<file path="src/rtl/key_event_pkg.sv">
// Shared definitions for the key event classifier: FSM state encodings,
// tick counter width and the bundle of one-cycle event strobes.
package key_event_pkg;

  localparam int CNT_W = 10;

  typedef enum logic [1:0] {
    ST_IDLE    = 2'd0,
    ST_PRESSED = 2'd1,
    ST_LONG    = 2'd2
  } key_state_e;

  typedef struct packed {
    logic press;
    logic rel;
    logic short_evt;
    logic long_evt;
    logic rpt_evt;
  } key_evts_t;

  // Terminal count for an N-tick interval; the counter runs 0..N-1.
  function automatic logic [CNT_W-1:0] last_count(input int n);
    return CNT_W'(n - 1);
  endfunction

endpackage

</file>
<file path="src/rtl/sync_2ff.sv">
// Two-flop synchronizer for a single asynchronous level; both stages clear to 0.
module sync_2ff (
  input  logic clk,
  input  logic rst_,
  input  logic d,
  output logic q
);

  logic meta;

  always_ff @(posedge clk or negedge rst_) begin
    if (!rst_) begin
      meta <= 1'b0;
      q    <= 1'b0;
    end else begin
      meta <= d;
      q    <= meta;
    end
  end

endmodule

</file>
<file path="src/rtl/key_event.sv">
// Classifies a debounced key into press/release/short/long/auto-repeat pulses.
// The release strobe is named release_evt because "release" is a reserved word.
module key_event
  import key_event_pkg::*;
#(
  parameter int LONG_TICKS   = 1000,
  parameter int REPEAT_TICKS = 200
) (
  input  logic clk,
  input  logic rst_,
  input  logic key_lvl,
  input  logic tick,
  output logic press,
  output logic release_evt,
  output logic short_evt,
  output logic long_evt,
  output logic rpt_evt,
  output logic held
);

  localparam logic [CNT_W-1:0] LONG_LAST = last_count(LONG_TICKS);
  localparam logic [CNT_W-1:0] RPT_LAST  = last_count(REPEAT_TICKS);
  localparam bit               RPT_EN    = (REPEAT_TICKS != 0);

  logic             k_s;
  logic             k_d;
  logic             k_rise;
  logic             k_fall;
  key_state_e       state;
  key_state_e       state_nxt;
  logic [CNT_W-1:0] cnt;
  logic [CNT_W-1:0] cnt_nxt;
  key_evts_t        evt_nxt;

  sync_2ff u_sync (
    .clk (clk),
    .rst_(rst_),
    .d   (key_lvl),
    .q   (k_s)
  );

  // Edge strobes are registered, which puts press three clocks after the
  // first sampling of a high key level.
  always_ff @(posedge clk or negedge rst_) begin
    if (!rst_) begin
      k_d    <= 1'b0;
      k_rise <= 1'b0;
      k_fall <= 1'b0;
    end else begin
      k_d    <= k_s;
      k_rise <= k_s & ~k_d;
      k_fall <= ~k_s & k_d;
    end
  end

  always_ff @(posedge clk or negedge rst_) begin
    if (!rst_) begin
      state <= ST_IDLE;
      cnt   <= '0;
    end else begin
      state <= state_nxt;
      cnt   <= cnt_nxt;
    end
  end

  // Release is tested before tick so a coinciding threshold never fires.
  always_comb begin
    state_nxt = state;
    cnt_nxt   = cnt;
    evt_nxt   = '0;
    case (state)
      ST_IDLE: begin
        if (k_rise) begin
          evt_nxt.press = 1'b1;
          cnt_nxt       = '0;
          state_nxt     = ST_PRESSED;
        end
      end
      ST_PRESSED: begin
        if (k_fall) begin
          evt_nxt.rel       = 1'b1;
          evt_nxt.short_evt = 1'b1;
          cnt_nxt           = '0;
          state_nxt         = ST_IDLE;
        end else if (tick) begin
          if (cnt == LONG_LAST) begin
            evt_nxt.long_evt = 1'b1;
            cnt_nxt          = '0;
            state_nxt        = ST_LONG;
          end else begin
            cnt_nxt = cnt + CNT_W'(1);
          end
        end
      end
      ST_LONG: begin
        if (k_fall) begin
          evt_nxt.rel = 1'b1;
          cnt_nxt     = '0;
          state_nxt   = ST_IDLE;
        end else if (RPT_EN && tick) begin
          if (cnt == RPT_LAST) begin
            evt_nxt.rpt_evt = 1'b1;
            cnt_nxt         = '0;
          end else begin
            cnt_nxt = cnt + CNT_W'(1);
          end
        end
      end
      default: begin
        state_nxt = ST_IDLE;
        cnt_nxt   = '0;
      end
    endcase
  end

  always_ff @(posedge clk or negedge rst_) begin
    if (!rst_) begin
      press       <= 1'b0;
      release_evt <= 1'b0;
      short_evt   <= 1'b0;
      long_evt    <= 1'b0;
      rpt_evt     <= 1'b0;
      held        <= 1'b0;
    end else begin
      press       <= evt_nxt.press;
      release_evt <= evt_nxt.rel;
      short_evt   <= evt_nxt.short_evt;
      long_evt    <= evt_nxt.long_evt;
      rpt_evt     <= evt_nxt.rpt_evt;
      held        <= (state_nxt != ST_IDLE);
    end
  end

endmodule

</file>
<file path="config.mk">
export PLATFORM = sky130hd
export DESIGN_NAME = key_event
export DESIGN_NICKNAME = d
export VERILOG_FILES = /design/src/rtl/key_event_pkg.sv /design/src/rtl/sync_2ff.sv /design/src/rtl/key_event.sv
export SDC_FILE = /design/constraint.sdc
export NUM_CORES = 1
export LEC_CHECK = 0
export CAP_MARGIN = 40
export CORE_ASPECT_RATIO = 1.2
export CORE_MARGIN = 2
export CORE_UTILIZATION = 40
export CTS_BUF_LIST = sky130_fd_sc_hd__clkbuf_4 sky130_fd_sc_hd__clkbuf_8
export CTS_CLUSTER_DIAMETER = 150
export DETAILED_ROUTE_END_ITERATION = 12
export GPL_TIMING_DRIVEN = 0
export HOLD_SLACK_MARGIN = 0.08
export PLACE_DENSITY = 0.63
export SYNTH_ARGS = -nofsm -noshare
export SYNTH_HDL_FRONTEND = slang
export SYNTH_SLANG_ARGS = --single-unit
</file>
<file path="constraint.sdc">
create_clock -name clk -period 3.6 [get_ports clk]
set_clock_uncertainty 0.1 [all_clocks]
set_input_delay 1.08 -clock clk [delete_from_list [all_inputs] [get_ports clk]]
set_output_delay 1.08 -clock clk [all_outputs]
set_load 0.1 [all_outputs]
</file>
Yosys cells after proc, flatten, opt, wreduce, memory -nomap -nowiden
Cells that the tools add are included.

Logic and storage cells: 55. Flip-flop bits (word level): 23.

$add $sub $neg: 1. Muxes and demuxes: 27. Bitwise operators: 4. Equality and inequality tests: 7. Reduce and logical (&&, ||, !) cells: 3.

Operator list (count): 10-bit 2-to-1 mux (7); 10-bit case mux with 3 select lines (1); 2-bit 2-to-1 mux (7); 10-bit by 1-bit adder with 10-bit output, second input constant (1); 10-bit == test, second input constant (1); 10-bit by 8-bit == test with 1-bit output, second input constant (1); 1-bit 2-to-1 mux (10); 3-bit inequality test, second input constant (2); 2-bit case mux with 3 select lines (1); 3-bit AND reduction (1); 1-bit AND (2); 2-bit by 1-bit == test with 1-bit output, second input constant (1); 2-bit == test, second input constant (1); 2-bit zero test (1); 2-bit inequality test, second input constant (1); 1-bit inverter (2); 1-bit case mux with 2 select lines (1); 2-bit nonzero test (1).

Depth between registers and ports, before layout
Gate-level depths: netlist of run 1.

Depth in word-level cells: 6. Mapped depth: 7. Mapped depth without buffers: 7.

Modules after synthesis
Synthesis of run 1 repeated with hierarchy kept, for this count alone.

Cell total of the unflattened synthesis: 105. Area total of the unflattened synthesis: 1184.9 sq um.

Modules (own cells, without submodules): key_event (times used 1, area an instance 1134.8 sq um, cells each 103); sync_2ff (times used 1, area an instance 50.0 sq um, cells each 2).

Worst setup path after synthesis of run 1
OpenSTA, ideal clock, no wires.

Kind: input -> register. Start point: input port tick. End point: register held. Slack: 1318 ps. Data required time: 3373 ps. Data arrival time: 2055 ps. Setup time: 127 ps. Stages on the path: 5. Buffers on the path: 0. Cell sequence: inv_1 or4_1 nand2_1 a211oi_1 or2_2.

Word-level cells in the longest chain between the ends: 4.

Ends and longest elaborated chain: start, declared (line key_event.sv:12) `input logic tick,`; 2-bit 2-to-1 mux (line key_event.sv:85) `end else if (tick) begin`; 2-bit 2-to-1 mux (line key_event.sv:80) `if (k_fall) begin`; 2-bit case mux with 3 select lines (line key_event.sv:71) `case (state)`; named net state_nxt[0] (line key_event.sv:30) `key_state_e state_nxt;`; 2-bit nonzero test (line key_event.sv:130) `held <= (state_nxt != ST_IDLE);`; end signal, assigned (line key_event.sv:130); end, declared (line key_event.sv:18) `output logic held`.

The timed path passes the listed nets, and every way through them passes these cells. A chain may end at the register's enable or synchronous reset.

Worst setup path in the final report of run 1
Ends and elaborated chain as after synthesis.

==> reports/metrics.yaml, run 1 <==
cts:
  cts_sinks: 23
  post_cts_buffers: 0
  cts_max_path_buffers: 2
  tritoncts: "done"
  cts-root-buf: "clkbuf_4"
  clk_latency_ns: 0.31
  cts_buffers: 3
  htreeDepth: 1
  cts_resized: 0
  cts.hold.buffers_added: 0
  clkTransAtPathRegs_ns: 0.13
worst_setup_path:
  cp_top_family: "simple AND/OR/NAND/NOR gates"
  crit_fanout: 3
  slowest_stage: "or4_1"
  crit_type: "in -> reg"
  critical_path_arrival_ns: 2.76
  crit_chain: "clkdlybuf4s50_1 -> inv_1 -> or4_1 -> nor3b_1 -> o21a_1 -> or2_2"
  cp-end-kind: "flip-flop"
  startpoint_type: "primary input"
  required_ns: 3.77
  cp_num_buf_inv: 2
  slowest_delay_ns: 0.54
timing:
  worstMarginPinSlew_ns: 0.540
  relSlewSlack_pct: 63.9
  setup_violations: 0
  max_freq_ghz: 0.386
  slew_viol_final: 0
  fin_crit_ns: 2.59
  hold_slack_ns: 0.269
  rsz0062_at_grt: "no"
  hold_violations: 0
  worst_slack_ns: 1.01
  fin_setup_tns_ns: 0
  period_share_pct: 72.0
power_and_ir_drop:
  leakagePower_nw: 0.623
  power_frac_seq_pct: 42.4
  switching_share_pct: 37.8
  cellPowerDensity_nw_per_um2: 509
  pwr-share-comb_pct: 40.2
  intPower_w: 0.000435
  clkPwrFrac_pct: 17.4
  ir_worst_vdd_v: 0.000368
  p_sw_w: 0.000265
logic_synthesis:
  ys_seq_area_share_pct: 51.9
  synth_fp_nets: 109
  synth.cell_area_um2: 1110
  ys_warn_count: 0
  synth.area.top_cells: "dfrtp_1 52%, ha_1 5.6%, a22o_1 4.7%"
  synth_cell_type_count: 33
  synth_cells: 100
  synth_top_area_share_pct: 51.9
  ys_ff_latch: 23
  syn_area_per_cell_um2: 11.1
  yosys.area.top_type: "dfrtp_1"
global_routing:
  antenna_found_initial: 0
  grtUsageTotal_pct: 15.5
  first_global_vias: 839
  grt_pass1_wl_um: 3570
  grt.overflow.total: 0
  grt_max_degree: 15
layout:
  area_growth_pct: 24.0
  layout.nets: 130
  post-route-util_pct: 53.3
  fillers: 215
  drive_gt1_share_pct: 17.5
  diodes: 0
  stdcell_count: 153
placed_design:
  port_buffers: 9
  hpwl_um: 1560
  pre_cts_slack_ns: 0.663
  place_inst: 149
  gp_routability_congestion: 0.807
route:
  ant_nets: 0
  routed_wl_um: 2050
  drtIter0Drc: 30
  wl_per_cell_um: 13.4
  route.detailed.drc: 0
  drt-vias-per-instance: 5.46
  first_pass_iters: 4
  vias: 835
floorplanning:
  core_um2: 2580
  die_y_um: 61.7
  io_pins: 10
  fp.dieW_um: 52.1
  fp-row-count: 20
  initial_utilization_pct: 43.0
  die_area_um2: 3210
status:
  status: "complete, no violations"
run:
  cap_violations: 0
worst_hold_path:
  hp-class: "reg -> reg"
layout make-up:
class	instances	area (um^2)	share of cell area [%]
sequential	23	576	41.9
timing repair buffer	16	195	14.2
multi-input combinational	74	522	37.9
clock buffer	3	22.5	1.64
clock inverter	1	7.51	0.546
inverter	3	11.3	0.819
tap	33	41.3	3.00
flip-flops by register name (all words and copies together) (netlist names):
register     flops
long_evt         1
u_sync.q         1
held             1
press            1
u_sync.meta      1
cnt             10
k_fall           1
short_evt        1
rpt_evt          1
state            2
k_rise           1
k_d              1
release_evt      1
routing by layer:
metal  up-vias  global-route usage, %  wire length (um)  part of all wire (%)
li1        406                      -                 -                     -
met1       409                   16.7               838                    41
met2        18                   28.6              1110                    54
met3         2                   2.67                89                   4.3
met4         0                   8.65                18                  0.88
met5         -                      0                 0                     0
cell families after synthesis:
kind of cell / Yosys count / share of synthesized area [%]
AO/OA/AOI/OAI: 25 / 17.6
adder cells (fa/ha/maj): 5 / 5.64
buffers and inverters: 3 / 1.02
flip-flops: 23 / 51.9
multiplexers: 1 / 1.02
AND/OR/NAND/NOR: 43 / 22.8
through the flow:
step | cell area [um^2] | power [W]
after detailed placement | 1350 | 0.000585
after floorplan | 1110 | 0.000490
final | 1380 | 0.000700
after CTS | 1380 | 0.000710
after global placement | 1240 | 0.000545
after global routing | 1380 | 0.000746
cell usage in the layout (no fill, tap or decap), drive strengths merged:
master and count:
inv 3, nor3b 1, o311a 2, ha 5
nand4bb 1, a21oi 1, a22o 7, a211oi 1
nand2b 1, or4 1, nand4 1, nor2 10
and2 5, a21o 4, o21ai 6, clkbuf 3
o21bai 1, a221o 1, o21a 2, nand3 5
or2 2, mux2 1, nor4 2, or3 1
nor2b 6, buf 7, and3 1, clkdlybuf4s50 9
nor3 1, clkinvlp 1, dfrtp 23, nand2 5
final timing paths:
| kind | from | end | slack [ns] | depth (start not counted) |
|---|---|---|---|---|
| max in group asynchronous | rst_ | cnt[3] | 1.93 | 2 |
| hold reg to reg | u_sync.meta | u_sync.q | 0.27 | 0 |
| hold / removal | u_sync.meta | u_sync.q | 0.27 | 0 |
| min in group asynchronous | rst_ | press | 0.99 | 1 |
| setup reg to reg | cnt[0] | cnt[0] | 1.44 | 6 |
| setup / recovery | tick | held | 1.01 | 6 |
Yosys cell counts, drive strengths merged:
master and n:
nor2b 6, or4 1, o21a 2, o21bai 1
nand4 1, o21ai 6, a21oi 1, nand3 5
and2 5, nor2 10, or2 2, a221o 1
and3 1, nand2 5, ha 5, nand4bb 1
inv 3, a211oi 1, or3 1, a21o 4
nor3 1, mux2 1, nand2b 1, dfrtp 23
nor3b 1, a22o 7, nor4 2, o311a 2
power groups by stage:
stage / combinational [W] / clock, W / sequential (W)
after floorplan: 0.000119 / 0 / 0.000371
after global placement: 0.000244 / 0 / 0.000301
after detailed placement: 0.000283 / 0 / 0.000302
after CTS: 0.000284 / 0.000130 / 0.000297
after global routing: 0.000304 / 0.000141 / 0.000301
final: 0.000281 / 0.000122 / 0.000297
No activity file was read; power rests on OpenSTA's default activity.
==> run 2, diff against run 1 <==
--- a/config.mk
+++ b/config.mk
@@ -14,7 +14,7 @@
 export DETAILED_ROUTE_END_ITERATION = 12
 export GPL_TIMING_DRIVEN = 0
 export HOLD_SLACK_MARGIN = 0.08
-export PLACE_DENSITY = 0.63
+export PLACE_DENSITY = 0.65
 export SYNTH_ARGS = -nofsm -noshare
 export SYNTH_HDL_FRONTEND = slang
 export SYNTH_SLANG_ARGS = --single-unit
==> constraint.sdc (replaced) <==
create_clock -name clk -period 2.28 [get_ports clk]
set_clock_uncertainty 0.1 [all_clocks]
set_input_delay 0.684 -clock clk [delete_from_list [all_inputs] [get_ports clk]]
set_output_delay 0.684 -clock clk [all_outputs]
set_load 0.1 [all_outputs]
==> run 2 against run 1 <==
Effect of this change: sequential power rose by 57%; clock power increased by 62%; worst hold slack worse by 0.0038 ns; die area unchanged; total power rose by 60%; global-route usage up 0.55 points; flip-flop and latch count did not move; non-clock buffer count stayed put; cell area increased by 0.55%; critical path depth is the same; sequential share of layout area is 0.23 points lower; critical endpoint unchanged; highest routed layer unchanged.
==> reports/metrics.yaml, run 2 (same netlist as run 1, synthesis figures left out) <==
status:
  status: "complete, no violations"
worst_setup_path:
  slowest_delay_ns: 0.55  # about the same
  cp_top_family: "simple AND/OR/NAND/NOR gates"
  required_ns: 2.37  # -1.40 ns
  crit_type: "in -> reg"
  crit_fanout: 3  # unchanged
  crit_chain: "clkdlybuf4s50_1 -> inv_1 -> or4_1 -> nand2_1 -> a211oi_1 -> or2_2"
  startpoint_type: "primary input"
  cp_num_buf_inv: 2  # unchanged
  slowest_stage: "or4_1"
  cp-end-kind: "flip-flop"
  critical_path_arrival_ns: 2.31  # -0.45 ns
timing:
  slew_viol_final: 0  # unchanged
  max_freq_ghz: 0.450
  hold_violations: 0  # unchanged
  relSlewSlack_pct: 66.0  # +2.1 points
  hold_slack_ns: 0.265  # -0.00384 ns
  period_share_pct: 97.5
  setup_violations: 0  # unchanged
  worstMarginPinSlew_ns: 0.509  # -0.0309 ns
  fin_crit_ns: 2.22
  rsz0062_at_grt: "no"
floorplanning:
  fp-row-count: 20  # unchanged
  core_um2: 2580  # unchanged
  fp.dieW_um: 52.1  # unchanged
  die_y_um: 61.7  # unchanged
  die_area_um2: 3210  # unchanged
  io_pins: 10  # unchanged
  initial_utilization_pct: 43.0  # unchanged
layout:
  diodes: 0  # unchanged
  largestRegisters: "cnt: 10 flops, state: 2 flops"
  final_cell_mix: "23 x dfrtp_1, 9 x clkdlybuf4s50_1, 8 x nor2_1"
  final_common_cell: "dfrtp_1"
  largest_register_ff_count: 10  # unchanged
  drive_gt1_share_pct: 19.2  # +1.7 points
  stdcell_count: 153  # unchanged
  fin_area_um2: 1380  # +0.55%
  area_growth_pct: 24.7
  layout.nets: 130  # unchanged
  largest-register: "cnt"
  fillers: 220  # +2.3%
global_routing:
  grt_pass1_wl_um: 3720  # +4.3%
  grtUsageTotal_pct: 16.0  # +0.55 points
  antenna_found_initial: 0  # unchanged
  first_global_vias: 880  # +4.9%
  grt.overflow.total: 0  # unchanged
  grt_max_degree: 15  # unchanged
route:
  wl_per_cell_um: 13.6  # +0.97%
  routed_wl_um: 2070  # +0.97%
  route.detailed.drc: 0  # unchanged
  drtIter0Drc: 15  # -50%
  drt-vias-per-instance: 5.42  # -0.60%
  vias: 830  # -0.60%
  ant_nets: 0  # unchanged
  first_pass_iters: 4  # unchanged
cts:
  cts_sinks: 23  # unchanged
  cts_max_path_buffers: 2  # unchanged
  cts-root-buf: "clkbuf_4"
  clk_latency_ns: 0.31  # about the same
  htreeDepth: 1  # unchanged
  clkTransAtPathRegs_ns: 0.12  # about the same
  tritoncts: "done"
  cts_buffers: 3  # unchanged
run:
  cap_violations: 0  # unchanged
placed_design:
  place_area_um2: 1350  # unchanged
  port_buffers: 9  # unchanged
  gp_routability_congestion: 0.785  # -2.8%
  hpwl_um: 1530  # -1.7%
  place_inst: 149  # unchanged
power_and_ir_drop:
  leakagePower_nw: 0.628  # +0.82%
  cellPowerDensity_nw_per_um2: 808  # +59%
  ir_worst_vdd_v: 0.000556  # +51%
worst_hold_path:
  hp-class: "reg -> reg"
run 2: cell count changes in the layout (fill, tap and decap cells not counted), sizes merged:
| cell | previous run | this run |
|---|---|---|
| clkbuf | 3 | 4 |
| clkinvlp | 1 | 0 |
run 2: report_power, final:
group	switching, W	internal, W	leakage [nW]
combinational	0.000273	0.000178	0.302
sequential	0.0000240	0.000443	0.308
clock	0.000118	0.0000800	0.0184
run 2: metrics by stage:
| stage | TNS [ns] | util [%] | total power, W | setup slack [ns] |
|---|---|---|---|---|
| finish | 0 | 53.6 | 0.00112 | 0.0574 |
| global route | 0 | 53.6 | 0.00118 | 0.0143 |
| CTS | 0 | 53.3 | 0.00112 | 0.0224 |
| detailed placement | -0.627 | 52.2 | 0.000924 | -0.297 |
| global placement | -0.529 | 48.1 | 0.000859 | -0.270 |
| floorplan | 0 | - | 0.000774 | 0.324 |
run 2: final cells by class:
type | instances | area (um^2) | share of cell area, %
sequential | 23 | 576 | 41.6
clock buffer | 4 | 30.0 | 2.17
multi-input combinational | 74 | 529 | 38.3
tap | 33 | 41.3 | 2.99
inverter | 3 | 11.3 | 0.814
timing repair buffer | 16 | 195 | 14.1
run 2: path summary, 6_finish.rpt:
kind | from | endpoint | slack (ns) | depth (start not counted)
max in group asynchronous | rst_ | k_fall | 1.00 | 2
min in group asynchronous | rst_ | long_evt | 0.60 | 1
max | tick | held | 0.06 | 6
max reg2reg | cnt[5] | cnt[0] | 0.18 | 5
min reg2reg | u_sync.meta | u_sync.q | 0.27 | 0
min | u_sync.meta | u_sync.q | 0.27 | 0
run 2: what timing repair did:
item | CTS | global route
gates resized for setup | 0 | 2
hold buffers | 0 | 0
endpoints found under the hold margin | 0 | 0
endpoints found under the setup margin | 0 | 4
setup buffers | 0 | 0
run 2: worst reg2reg max path, cell delays in order (launching register included):
cell and delay [ns]:
dfrtp_1 0.48, or3_1 0.42, o311a_1 0.32, nor2_2 0.25
nor2_2 0.14, mux2_2 0.29
run 2: per-layer routing:
metal  vias to the layer above  GRT usage (%)  routed length, um
met1                       406           17.7                925
li1                        405              -                  -
met3                         4           2.91                 77
met5                         -              0                  0
met2                        15           29.1               1030
met4                         0           8.65                 42
==> run 3, diff against run 2 <==
--- a/config.mk
+++ b/config.mk
@@ -15,6 +15,7 @@
 export GPL_TIMING_DRIVEN = 0
 export HOLD_SLACK_MARGIN = 0.08
 export PLACE_DENSITY = 0.65
+export SETUP_SLACK_MARGIN = 0.4
 export SYNTH_ARGS = -nofsm -noshare
 export SYNTH_HDL_FRONTEND = slang
 export SYNTH_SLANG_ARGS = --single-unit
==> run 3 against run 2 <==
Effect of this change: cell count increased by 3.3%; combinational power up 15%; non-clock buffer count grew 5; first-iteration DRC count down 6.7%; register-to-register slack better by 0.10 ns; critical path type unchanged; setup slack gained 0.22 ns; sequential share of layout area fell by 3.2 points; critical path depth unchanged; largest power group is now combinational cells; via count increased by 6.9%; worst hold slack improved by 0.0011 ns.
==> reports/metrics.yaml, run 3 (same netlist as run 1, synthesis figures left out) <==
timing:
  relSlewSlack_pct: 61.8  # -4.2 points
  hold_violations: 0  # unchanged
  rsz0062_at_grt: "yes"
  worstMarginPinSlew_ns: 0.571  # +0.0622 ns
  period_share_pct: 87.7  # -9.8 points
  fin_crit_ns: 2.00  # -0.222 ns
  slew_viol_final: 0  # unchanged
  max_freq_ghz: 0.500  # +11%
  fin_setup_tns_ns: 0  # unchanged
  setup_violations: 0  # unchanged
  hold_slack_ns: 0.267  # +0.00109 ns
layout:
  largest_register_ff_count: 10  # unchanged
  stdcell_count: 158  # +3.3%
  drive_gt1_share_pct: 34.4  # +15 points
  final_cell_mix: "22 x dfrtp_1, 10 x buf_4, 8 x nor2_1"
  area_growth_pct: 35.4
  final_common_cell: "dfrtp_1"
  largestRegisters: "cnt: 10 flops, state: 2 flops"
  fin_area_um2: 1500  # +8.6%
  layout.nets: 135  # +3.8%
  largest-register: "cnt"
  diodes: 0  # unchanged
power_and_ir_drop:
  cellPowerDensity_nw_per_um2: 786  # -2.6%
  ir_worst_vdd_v: 0.000592  # +6.4%
  leakagePower_nw: 0.693  # +10%
placed_design:
  gp_routability_congestion: 0.785  # about the same
  place_area_um2: 1350  # +0.19%
  port_buffers: 9  # unchanged
  place_inst: 149  # unchanged
  hpwl_um: 1570  # +2.2%
floorplanning:
  core_um2: 2580  # unchanged
  die_area_um2: 3210  # unchanged
  fp-row-count: 20  # unchanged
  fp.dieW_um: 52.1  # unchanged
  io_pins: 10  # unchanged
  initial_utilization_pct: 43.0  # unchanged
  die_y_um: 61.7  # unchanged
worst_setup_path:
  crit_fanout: 3  # unchanged
  cp-end-kind: "flip-flop"
  critPathLaunch: "tick"
  critical_path_arrival_ns: 2.10  # -0.21 ns
  crit_type: "in -> reg"
  required_ns: 2.38  # about the same
  startpoint_type: "primary input"
  reg2reg_from: "cnt[5]"
cts:
  cts_max_path_buffers: 2  # unchanged
  clk_latency_ns: 0.31  # about the same
  clkTransAtPathRegs_ns: 0.12  # about the same
  tritoncts: "done"
  cts_buffers: 3  # unchanged
  cts-root-buf: "clkbuf_4"
  htreeDepth: 1  # unchanged
  cts_sinks: 23  # unchanged
global_routing:
  grtUsageTotal_pct: 18.3  # +2.2 points
  first_global_vias: 924  # +5.0%
  antenna_found_initial: 0  # unchanged
  grt_pass1_wl_um: 4200  # +13%
  grt_max_degree: 15  # unchanged
  grt.overflow.total: 0  # unchanged
route:
  route.detailed.drc: 0  # unchanged
  vias: 887  # +6.9%
  first_pass_iters: 4  # unchanged
  drt-vias-per-instance: 5.61  # +3.5%
  drtIter0Drc: 14  # -1
  wl_per_cell_um: 16.3  # +20%
  ant_nets: 0  # unchanged
  routed_wl_um: 2570  # +24%
worst_hold_path:
  hp-class: "reg -> reg"
  hold_path.startpoint: "u_sync.meta"
run:
  cap_violations: 0  # unchanged
status:
  status: "complete, no violations"
==> run 3: cell count changes in the layout (fill, tap and decap cells not counted), sizes merged <==
cell           previous run  this run
clkbuf                    4         3
clkdlybuf4s50             9         2
dlygate4sd2               0         1
clkinv                    0         1
buf                       7        18
==> run 3: where the power goes <==
part           total [W]  leakage (nW)  switching, W  internal [W]
clock network   0.000187        0.0177      0.000122     0.0000654
logic           0.000518         0.369      0.000304      0.000214
registers       0.000475         0.306     0.0000312      0.000444
==> run 3: worst paths after layout <==
| path | to | slack, ns | cells after the start |
|---|---|---|---|
| max | held | 0.28 | 6 |
| min in group asynchronous | release_evt | 0.62 | 1 |
| min reg2reg | u_sync.q | 0.27 | 0 |
| min | u_sync.q | 0.27 | 0 |
| max reg2reg | cnt[7] | 0.28 | 5 |
| max in group asynchronous | cnt[5] | 0.96 | 2 |
==> run 3: timing repair <==
action                                  CTS  global route
setup buffers                             7             4
hold buffers                              0             0
pin swaps                                 8             6
cloned                                    0             0
endpoints found under the setup margin   18            11
resized for setup                        20             5
==> run 3: worst max-delay path: stages <==
cell           delay [ns]
dlygate4sd2_1        0.30
inv_1                0.08
or4_1                0.54
nand2_1              0.12
a211oi_1             0.09
or2_2                0.30
==> run 3: final cells by class <==
type                       count  area [um^2]
timing repair buffer          21          250
clock buffer                   3         22.5
sequential                    23          577
tap                           33         41.3
multi-input combinational     74          594
clock inverter                 1         5.00
inverter                       3         11.3
fill                         209         1080
==> run 3: metrics by stage <==
stage          power, W  worst slack, ns  utilization, %
2_1_floorplan  0.000777            0.327               -
3_3_place_gp   0.000863           -0.216            48.2
3_5_place_dp   0.000928           -0.296            52.3
4_1_cts         0.00116            0.299            56.3
5_1_grt         0.00125            0.216            58.3
6_report        0.00118            0.280            58.3
==> run 3: metal layers <==
metal	vias to the layer above	wire, um	global-route usage (%)	part of all wire [%]
met3	4	92	3.64	3.6
met1	452	1030	19.3	40
met2	21	1420	34.0	55
met5	-	0	0	0
met4	0	29	9.77	1.1
li1	410	-	-	-
